### src/rtl/bcd_scan_counter.sv
// N-digit BCD up/down counter with load, wrap pulse and a multiplexed 7-segment scan driver.
// Optional leading-zero blanking is compiled in with `define BCD_SCAN_LZB_EN.
module bcd_scan_counter #(
  parameter int DIGITS   = 4,
  parameter int TICK_DIV = 1000000,
  parameter int SCAN_DIV = 1000
) (
  input  logic                  clk,
  input  logic                  rst_n,
  input  logic                  en,
  input  logic                  up,
  input  logic                  load,
  input  logic [4*DIGITS-1:0]   load_val,
  output logic [4*DIGITS-1:0]   count,
  output logic [6:0]            seg,
  output logic [DIGITS-1:0]     dig_sel,
  output logic                  wrap
);

  localparam int TW = (TICK_DIV > 1) ? $clog2(TICK_DIV) : 1;
  localparam int SW = (SCAN_DIV > 1) ? $clog2(SCAN_DIV) : 1;
  localparam int IW = (DIGITS > 1) ? $clog2(DIGITS) : 1;
  localparam logic [TW-1:0] TICK_LAST = TW'(TICK_DIV - 1);
  localparam logic [SW-1:0] SCAN_LAST = SW'(SCAN_DIV - 1);
  localparam logic [IW-1:0] IDX_LAST  = IW'(DIGITS - 1);

  logic [TW-1:0]         tick_cnt_q, tick_cnt_d;
  logic [SW-1:0]         scan_cnt_q, scan_cnt_d;
  logic [IW-1:0]         scan_idx_q, scan_idx_d;
  logic [4*DIGITS-1:0]   count_q, count_d;
  logic                  wrap_q, wrap_d;
  logic [6:0]            seg_q, seg_d;
  logic [DIGITS-1:0]     dig_sel_q, dig_sel_d;

  logic                  tick;
  logic                  carry;
  logic [3:0]            nib;
  logic [4*DIGITS-1:0]   stepped;
  logic [4*DIGITS-1:0]   clamped;
  logic [3:0]            scan_nib;
  logic                  blank;

  function automatic logic [6:0] decode(input logic [3:0] d);
    case (d)
      4'd0:    decode = 7'h3F;
      4'd1:    decode = 7'h06;
      4'd2:    decode = 7'h5B;
      4'd3:    decode = 7'h4F;
      4'd4:    decode = 7'h66;
      4'd5:    decode = 7'h6D;
      4'd6:    decode = 7'h7D;
      4'd7:    decode = 7'h07;
      4'd8:    decode = 7'h7F;
      4'd9:    decode = 7'h6F;
      default: decode = 7'h00;
    endcase
  endfunction

  // Ripple carry/borrow through the digits; a carry out of the top digit is the wrap.
  always_comb begin
    stepped = count_q;
    carry   = 1'b1;
    nib     = 4'd0;
    for (int i = 0; i < DIGITS; i++) begin
      nib = count_q[4*i +: 4];
      if (carry) begin
        if (up) begin
          if (nib == 4'd9) begin
            stepped[4*i +: 4] = 4'd0;
          end else begin
            stepped[4*i +: 4] = nib + 4'd1;
            carry = 1'b0;
          end
        end else begin
          if (nib == 4'd0) begin
            stepped[4*i +: 4] = 4'd9;
          end else begin
            stepped[4*i +: 4] = nib - 4'd1;
            carry = 1'b0;
          end
        end
      end
    end
  end

  always_comb begin
    clamped = '0;
    for (int i = 0; i < DIGITS; i++) begin
      clamped[4*i +: 4] = (load_val[4*i +: 4] > 4'd9) ? 4'd9 : load_val[4*i +: 4];
    end
  end

  assign tick = en && (tick_cnt_q == TICK_LAST);

  // Load wins over a coincident tick and also restarts the prescaler.
  always_comb begin
    count_d    = count_q;
    tick_cnt_d = tick_cnt_q;
    wrap_d     = 1'b0;
    if (load) begin
      count_d    = clamped;
      tick_cnt_d = '0;
    end else if (en) begin
      tick_cnt_d = tick ? '0 : tick_cnt_q + 1'b1;
      if (tick) begin
        count_d = stepped;
        wrap_d  = carry;
      end
    end
  end

  always_comb begin
    scan_cnt_d = scan_cnt_q + 1'b1;
    scan_idx_d = scan_idx_q;
    if (scan_cnt_q == SCAN_LAST) begin
      scan_cnt_d = '0;
      scan_idx_d = (scan_idx_q == IDX_LAST) ? '0 : scan_idx_q + 1'b1;
    end
  end

  always_comb begin
    scan_nib = 4'd0;
    for (int i = 0; i < DIGITS; i++) begin
      if (scan_idx_q == IW'(i)) scan_nib = count_q[4*i +: 4];
    end
    blank = 1'b0;
`ifdef BCD_SCAN_LZB_EN
    blank = (scan_idx_q != '0);
    for (int i = 0; i < DIGITS; i++) begin
      if ((IW'(i) >= scan_idx_q) && (count_q[4*i +: 4] != 4'd0)) blank = 1'b0;
    end
`endif
    seg_d     = blank ? 7'h00 : decode(scan_nib);
    dig_sel_d = DIGITS'(1) << scan_idx_q;
  end

  always_ff @(posedge clk or negedge rst_n) begin
    if (!rst_n) begin
      tick_cnt_q <= '0;
      scan_cnt_q <= '0;
      scan_idx_q <= '0;
      count_q    <= '0;
      wrap_q     <= 1'b0;
      seg_q      <= 7'h00;
      dig_sel_q  <= '0;
    end else begin
      tick_cnt_q <= tick_cnt_d;
      scan_cnt_q <= scan_cnt_d;
      scan_idx_q <= scan_idx_d;
      count_q    <= count_d;
      wrap_q     <= wrap_d;
      seg_q      <= seg_d;
      dig_sel_q  <= dig_sel_d;
    end
  end

  assign count   = count_q;
  assign wrap    = wrap_q;
  assign seg     = seg_q;
  assign dig_sel = dig_sel_q;

endmodule

### config.mk
export PLATFORM = sky130hd
export DESIGN_NAME = bcd_scan_counter
export DESIGN_NICKNAME = d
export VERILOG_FILES = /design/src/rtl/bcd_scan_counter.sv
export SDC_FILE = /design/constraint.sdc
export NUM_CORES = 1
export LEC_CHECK = 0
export CORE_MARGIN = 8
export CORE_UTILIZATION = 43
export CTS_BUF_LIST = sky130_fd_sc_hd__clkbuf_16
export CTS_CLUSTER_SIZE = 25
export DETAILED_ROUTE_END_ITERATION = 16
export SETUP_SLACK_MARGIN = 0.05
export SYNTH_ARGS = -nofsm -noshare
export SYNTH_HDL_FRONTEND = slang
export SYNTH_SLANG_ARGS = --single-unit
### constraint.sdc
create_clock -name clk -period 3.7 [get_ports clk]
set_input_delay 0.925 -clock clk [delete_from_list [all_inputs] [get_ports clk]]
set_output_delay 0.925 -clock clk [all_outputs]
set_load 0.02 [all_outputs]
==> impl_metrics.prom <==
# TYPE chip_impl_metric gauge
chip_impl_metric{name="ir_worst_vdd",unit="mV"} 0.242
chip_impl_metric{name="synth_cell_type_count",unit=""} 52
chip_impl_metric{name="antenna_cells",unit=""} 0
chip_impl_metric{name="worstSkewPairLatency",unit="ps"} 320
chip_impl_info{name="run_status",value="finished, final reports clean"} 1
chip_impl_metric{name="detailedPlacementHpwl",unit="um"} 6370
chip_impl_metric{name="grt_antenna_before_repair",unit=""} 0
chip_impl_metric{name="vias_per_cell",unit=""} 5.51
chip_impl_info{name="min_delay_worst_endpoint",value="scan_cnt_q[0]$_DFF_PN0_"} 1
chip_impl_metric{name="synthXorXnorAreaFrac",unit="%"} 8.01
chip_impl_metric{name="slew_headroom",unit="%"} 38.2
chip_impl_metric{name="ioPinCount",unit=""} 49
chip_impl_metric{name="totalWireLength",unit="um"} 8770
chip_impl_metric{name="gp_congestion",unit=""} 0.852
chip_impl_metric{name="cts.reportedPaths.clkPinSlew",unit="ps"} 50
chip_impl_info{name="synth_top_family_by_area",value="simple AND/OR/NAND/NOR gates"} 1
chip_impl_metric{name="vias",unit=""} 3168
chip_impl_metric{name="antenna_left",unit=""} 0
chip_impl_metric{name="coreArea",unit="sq mm"} 0.00855
chip_impl_metric{name="syn_area",unit="sq mm"} 0.00372
chip_impl_metric{name="critical-path-max-stage-delay",unit="ps"} 600
chip_impl_metric{name="synth_fa_ha_area_share",unit="%"} 4.04
chip_impl_metric{name="synthesis.nets",unit=""} 459
chip_impl_metric{name="setup_viol",unit=""} 0
chip_impl_metric{name="critPathBufInv",unit=""} 2
chip_impl_metric{name="worstHoldPathCells",unit=""} 1
chip_impl_info{name="hold_class",value="reg -> reg"} 1
chip_impl_info{name="path_class",value="in -> reg"} 1
chip_impl_metric{name="fin_setup_tns",unit="ps"} 0
chip_impl_metric{name="yosys_warnings",unit=""} 0
chip_impl_info{name="min_from",value="scan_cnt_q[0]$_DFF_PN0_"} 1
chip_impl_metric{name="globalRouteOverflowTotal",unit=""} 0
chip_impl_info{name="timing.critical_path.max_delay_family",value="buffers and inverters"} 1
chip_impl_info{name="yosysMostFrequentCell",value="sky130_fd_sc_hd__dfrtp_1"} 1
chip_impl_metric{name="clock_tree.buffer_depth",unit=""} 2
chip_impl_info{name="synthTopCellsByArea",value="sky130_fd_sc_hd__dfrtp_1, sky130_fd_sc_hd__xnor2_1, sky130_fd_sc_hd__o21ai_0"} 1
chip_impl_info{name="yosysTopAreaCell",value="sky130_fd_sc_hd__dfrtp_1"} 1
chip_impl_info{name="netlist_top_cells_count",value="sky130_fd_sc_hd__dfrtp_1, sky130_fd_sc_hd__nor2_1, sky130_fd_sc_hd__nand2_1"} 1
chip_impl_metric{name="drv_slew",unit=""} 0
chip_impl_metric{name="synth-compound-area-share",unit="%"} 16.8
chip_impl_metric{name="synth_mux_area_share",unit="%"} 3.57
chip_impl_metric{name="drt_first_iter_violations",unit=""} 164
chip_impl_metric{name="grt_usage",unit="%"} 15.5
chip_impl_metric{name="cts.sink_count",unit=""} 60
chip_impl_metric{name="die_height",unit="um"} 109
chip_impl_metric{name="floorplan.initialDensity",unit="%"} 43.5
chip_impl_metric{name="tightest_slew",unit="ps"} 926
chip_impl_metric{name="post_cts.repair.setup_buffers",unit=""} 0
chip_impl_metric{name="first_global_vias",unit=""} 3078
chip_impl_metric{name="postSynthRegisterBits",unit=""} 60
chip_impl_metric{name="port-buffer-count",unit=""} 48
chip_impl_metric{name="data_arrival_critical_path",unit="ps"} 3190
chip_impl_metric{name="synth-simple-area-share",unit="%"} 22.3
chip_impl_metric{name="finClkSkew",unit="ps"} 7.51
chip_impl_metric{name="min_period",unit="ps"} 3000
chip_impl_info{name="reg2reg_from",value="tick_cnt_q[15]$_DFFE_PN0P_"} 1
chip_impl_metric{name="fmaxAchievable",unit="MHz"} 334
chip_impl_metric{name="grt_pass1_wl",unit="um"} 14600
chip_impl_info{name="crit_slowest_cell",value="sky130_fd_sc_hd__clkdlybuf4s50_1"} 1
chip_impl_metric{name="syn-mean-instance-area",unit="sq um"} 8.73
chip_impl_metric{name="layout_cells_sized_above_1",unit="%"} 6.42
chip_impl_metric{name="asyncSetResetFlopFracSynth",unit="%"} 100
chip_impl_metric{name="place_worst_setup_slack",unit="ps"} 392
chip_impl_metric{name="h-tree-depth",unit=""} 3
chip_impl_info{name="clock_tree_from_tritoncts",value="done"} 1
chip_impl_metric{name="postLayoutSetupSlackWorst",unit="ps"} 702
chip_impl_metric{name="drc_violations_left",unit=""} 0
chip_impl_metric{name="number_of_enable_type_register_cells_in_the_synthesized_netlist",unit=""} 0
chip_impl_info{name="root_buffer",value="sky130_fd_sc_hd__clkbuf_16"} 1
chip_impl_metric{name="power.density_cell_area",unit="mW/mm^2"} 397
chip_impl_metric{name="hold_violations_final",unit=""} 0
chip_impl_info{name="worst_setup_end_kind",value="register"} 1
chip_impl_metric{name="power.leakage",unit="nW"} 1.87
chip_impl_metric{name="post-route-util",unit="%"} 53.1
chip_impl_metric{name="fraction_of_the_yosys_area_taken_by_sequential_cells",unit="%"} 40.4
chip_impl_metric{name="detail_route.wl_per_cell",unit="um"} 15.2
chip_impl_metric{name="quantity_of_hold_fixing_buffers_added_after_cts",unit=""} 0
chip_impl_info{name="startpoint_type",value="input port"} 1
chip_impl_info{name="ys_dominant_reg_cell",value="sky130_fd_sc_hd__dfrtp_1"} 1
chip_impl_metric{name="die_x",unit="um"} 109
chip_impl_metric{name="synth_cells",unit=""} 426
chip_impl_info{name="grt_setup_unrepaired",value="false"} 1
chip_impl_metric{name="fin_crit_sh",unit="%"} 81.0
chip_impl_metric{name="dr.pass1.iters",unit=""} 4
chip_impl_metric{name="die_outline_area",unit="sq mm"} 0.0119
chip_impl_metric{name="tritoncts.num_buffers",unit=""} 9
chip_impl_metric{name="yosys.area.top_type_share",unit="%"} 40.4
chip_impl_metric{name="grt_max_degree",unit=""} 31
chip_impl_info{name="critical_path.cell_chain",value="clkdlybuf4s50_1 -> buf_4 -> nor3_1 -> o2111ai_1 -> nor4_4 -> mux2i_1 -> o22ai_1"} 1
chip_impl_metric{name="multi_input_comb_area",unit="sq mm"} 0.00203
chip_impl_metric{name="worstPathRequired",unit="ps"} 3890
chip_impl_metric{name="timing.max_cap.violations",unit=""} 0
chip_impl_metric{name="crit_path_max_fanout",unit=""} 10
chip_impl_metric{name="post_cts_resized",unit=""} 0
chip_impl_metric{name="floorplan.rows",unit=""} 34
chip_impl_metric{name="worst-r2r-cell-count",unit=""} 5
chip_impl_info{name="reg2reg_to",value="count[9]$_DFFE_PN0P_"} 1
chip_impl_metric{name="syn_to_final_growth",unit="%"} 22.1
chip_impl_metric{name="layout.area.seq",unit="sq mm"} 0.00150
chip_impl_metric{name="rrSetupSlack",unit="ps"} 970
chip_impl_metric{name="fillers",unit=""} 811
chip_impl_metric{name="nets",unit=""} 498
==> per-layer routing <==
metal  up-vias  global-route usage (%)  routed length [um]
met5         -                       0                   0
met4         0                    6.65                 127
met3         9                    3.78                 460
met2        51                    26.0                4340
met1      1527                    18.5                3840
li1       1581                       -                   -
==> sequential cells by signal, indices dropped and copies added (netlist names) <==
signal and cells:
wrap 1, scan_cnt_q 10, dig_sel 4, count 16, seg 7, tick_cnt_q 20, scan_idx_q 2
==> worst max-delay path by stage <==
stage	slack (ps)	to	startpoint	depth (start not counted)
floorplan	980	count[9]$_DFFE_PN0P_	en	7
global placement	540	count[14]$_DFFE_PN0P_	up	7
detailed placement	390	count[14]$_DFFE_PN0P_	up	7
CTS	720	count[14]$_DFFE_PN0P_	up	7
global route	530	count[14]$_DFFE_PN0P_	up	7
finish	700	count[14]$_DFFE_PN0P_	up	7
==> logic make-up (layout without fill, tap and decap cells) <==
kind of cell / count (synthesis) / in the layout
AO/OA/AOI/OAI: 101 / 101
XOR/XNOR: 34 / 34
adder cells (fa/ha/maj): 12 / 12
buffers and inverters: 47 / 88
flip-flops: 60 / 60
multiplexers: 13 / 13
AND/OR/NAND/NOR: 159 / 159
==> per-stage QoR <==
step | std cells | cell area (sq um) | hold slack (ps) | power, mW
6_report | 575 | 4540 | 489 | 1.80
3_3_place_gp | 562 | 4270 | 460 | 1.04
2_1_floorplan | 426 | 3720 | 439 | 0.910
3_5_place_dp | 562 | 4270 | 475 | 1.04
5_1_grt | 575 | 4540 | 504 | 1.89
4_1_cts | 575 | 4540 | 486 | 1.83
==> report_power, final <==
group / total (mW) / internal (mW) / switching, mW
clock: 0.775 / 0.503 / 0.272
combinational: 0.289 / 0.137 / 0.152
sequential: 0.739 / 0.686 / 0.0532
total: 1.80 / 1.33 / 0.476
==> cell usage in the layout (no fill, tap or decap), types with 8 or more instances in the layout <==
cell and count:
sky130_fd_sc_hd__xor2_1 15, sky130_fd_sc_hd__clkbuf_16 9, sky130_fd_sc_hd__clkdlybuf4s50_1 47, sky130_fd_sc_hd__nor3_1 12
sky130_fd_sc_hd__a21oi_1 23, sky130_fd_sc_hd__and3_1 8, sky130_fd_sc_hd__o21ai_0 32, sky130_fd_sc_hd__dfrtp_1 60
sky130_fd_sc_hd__mux2i_1 11, sky130_fd_sc_hd__inv_1 19, sky130_fd_sc_hd__nand3_1 18, sky130_fd_sc_hd__xnor2_1 19
sky130_fd_sc_hd__nor2_1 42, sky130_fd_sc_hd__nand2_1 34, sky130_fd_sc_hd__ha_1 12
==> layout make-up <==
cell class                 instances  area share, %
clock buffer                       9           4.96
clock inverter                     4          0.964
inverter                          20           1.65
sequential                        60           33.1
tap                              108           2.98
multi-input combinational        319           44.8
timing repair buffer              55           11.6
Note: power is estimated with default switching activity, not from simulation.
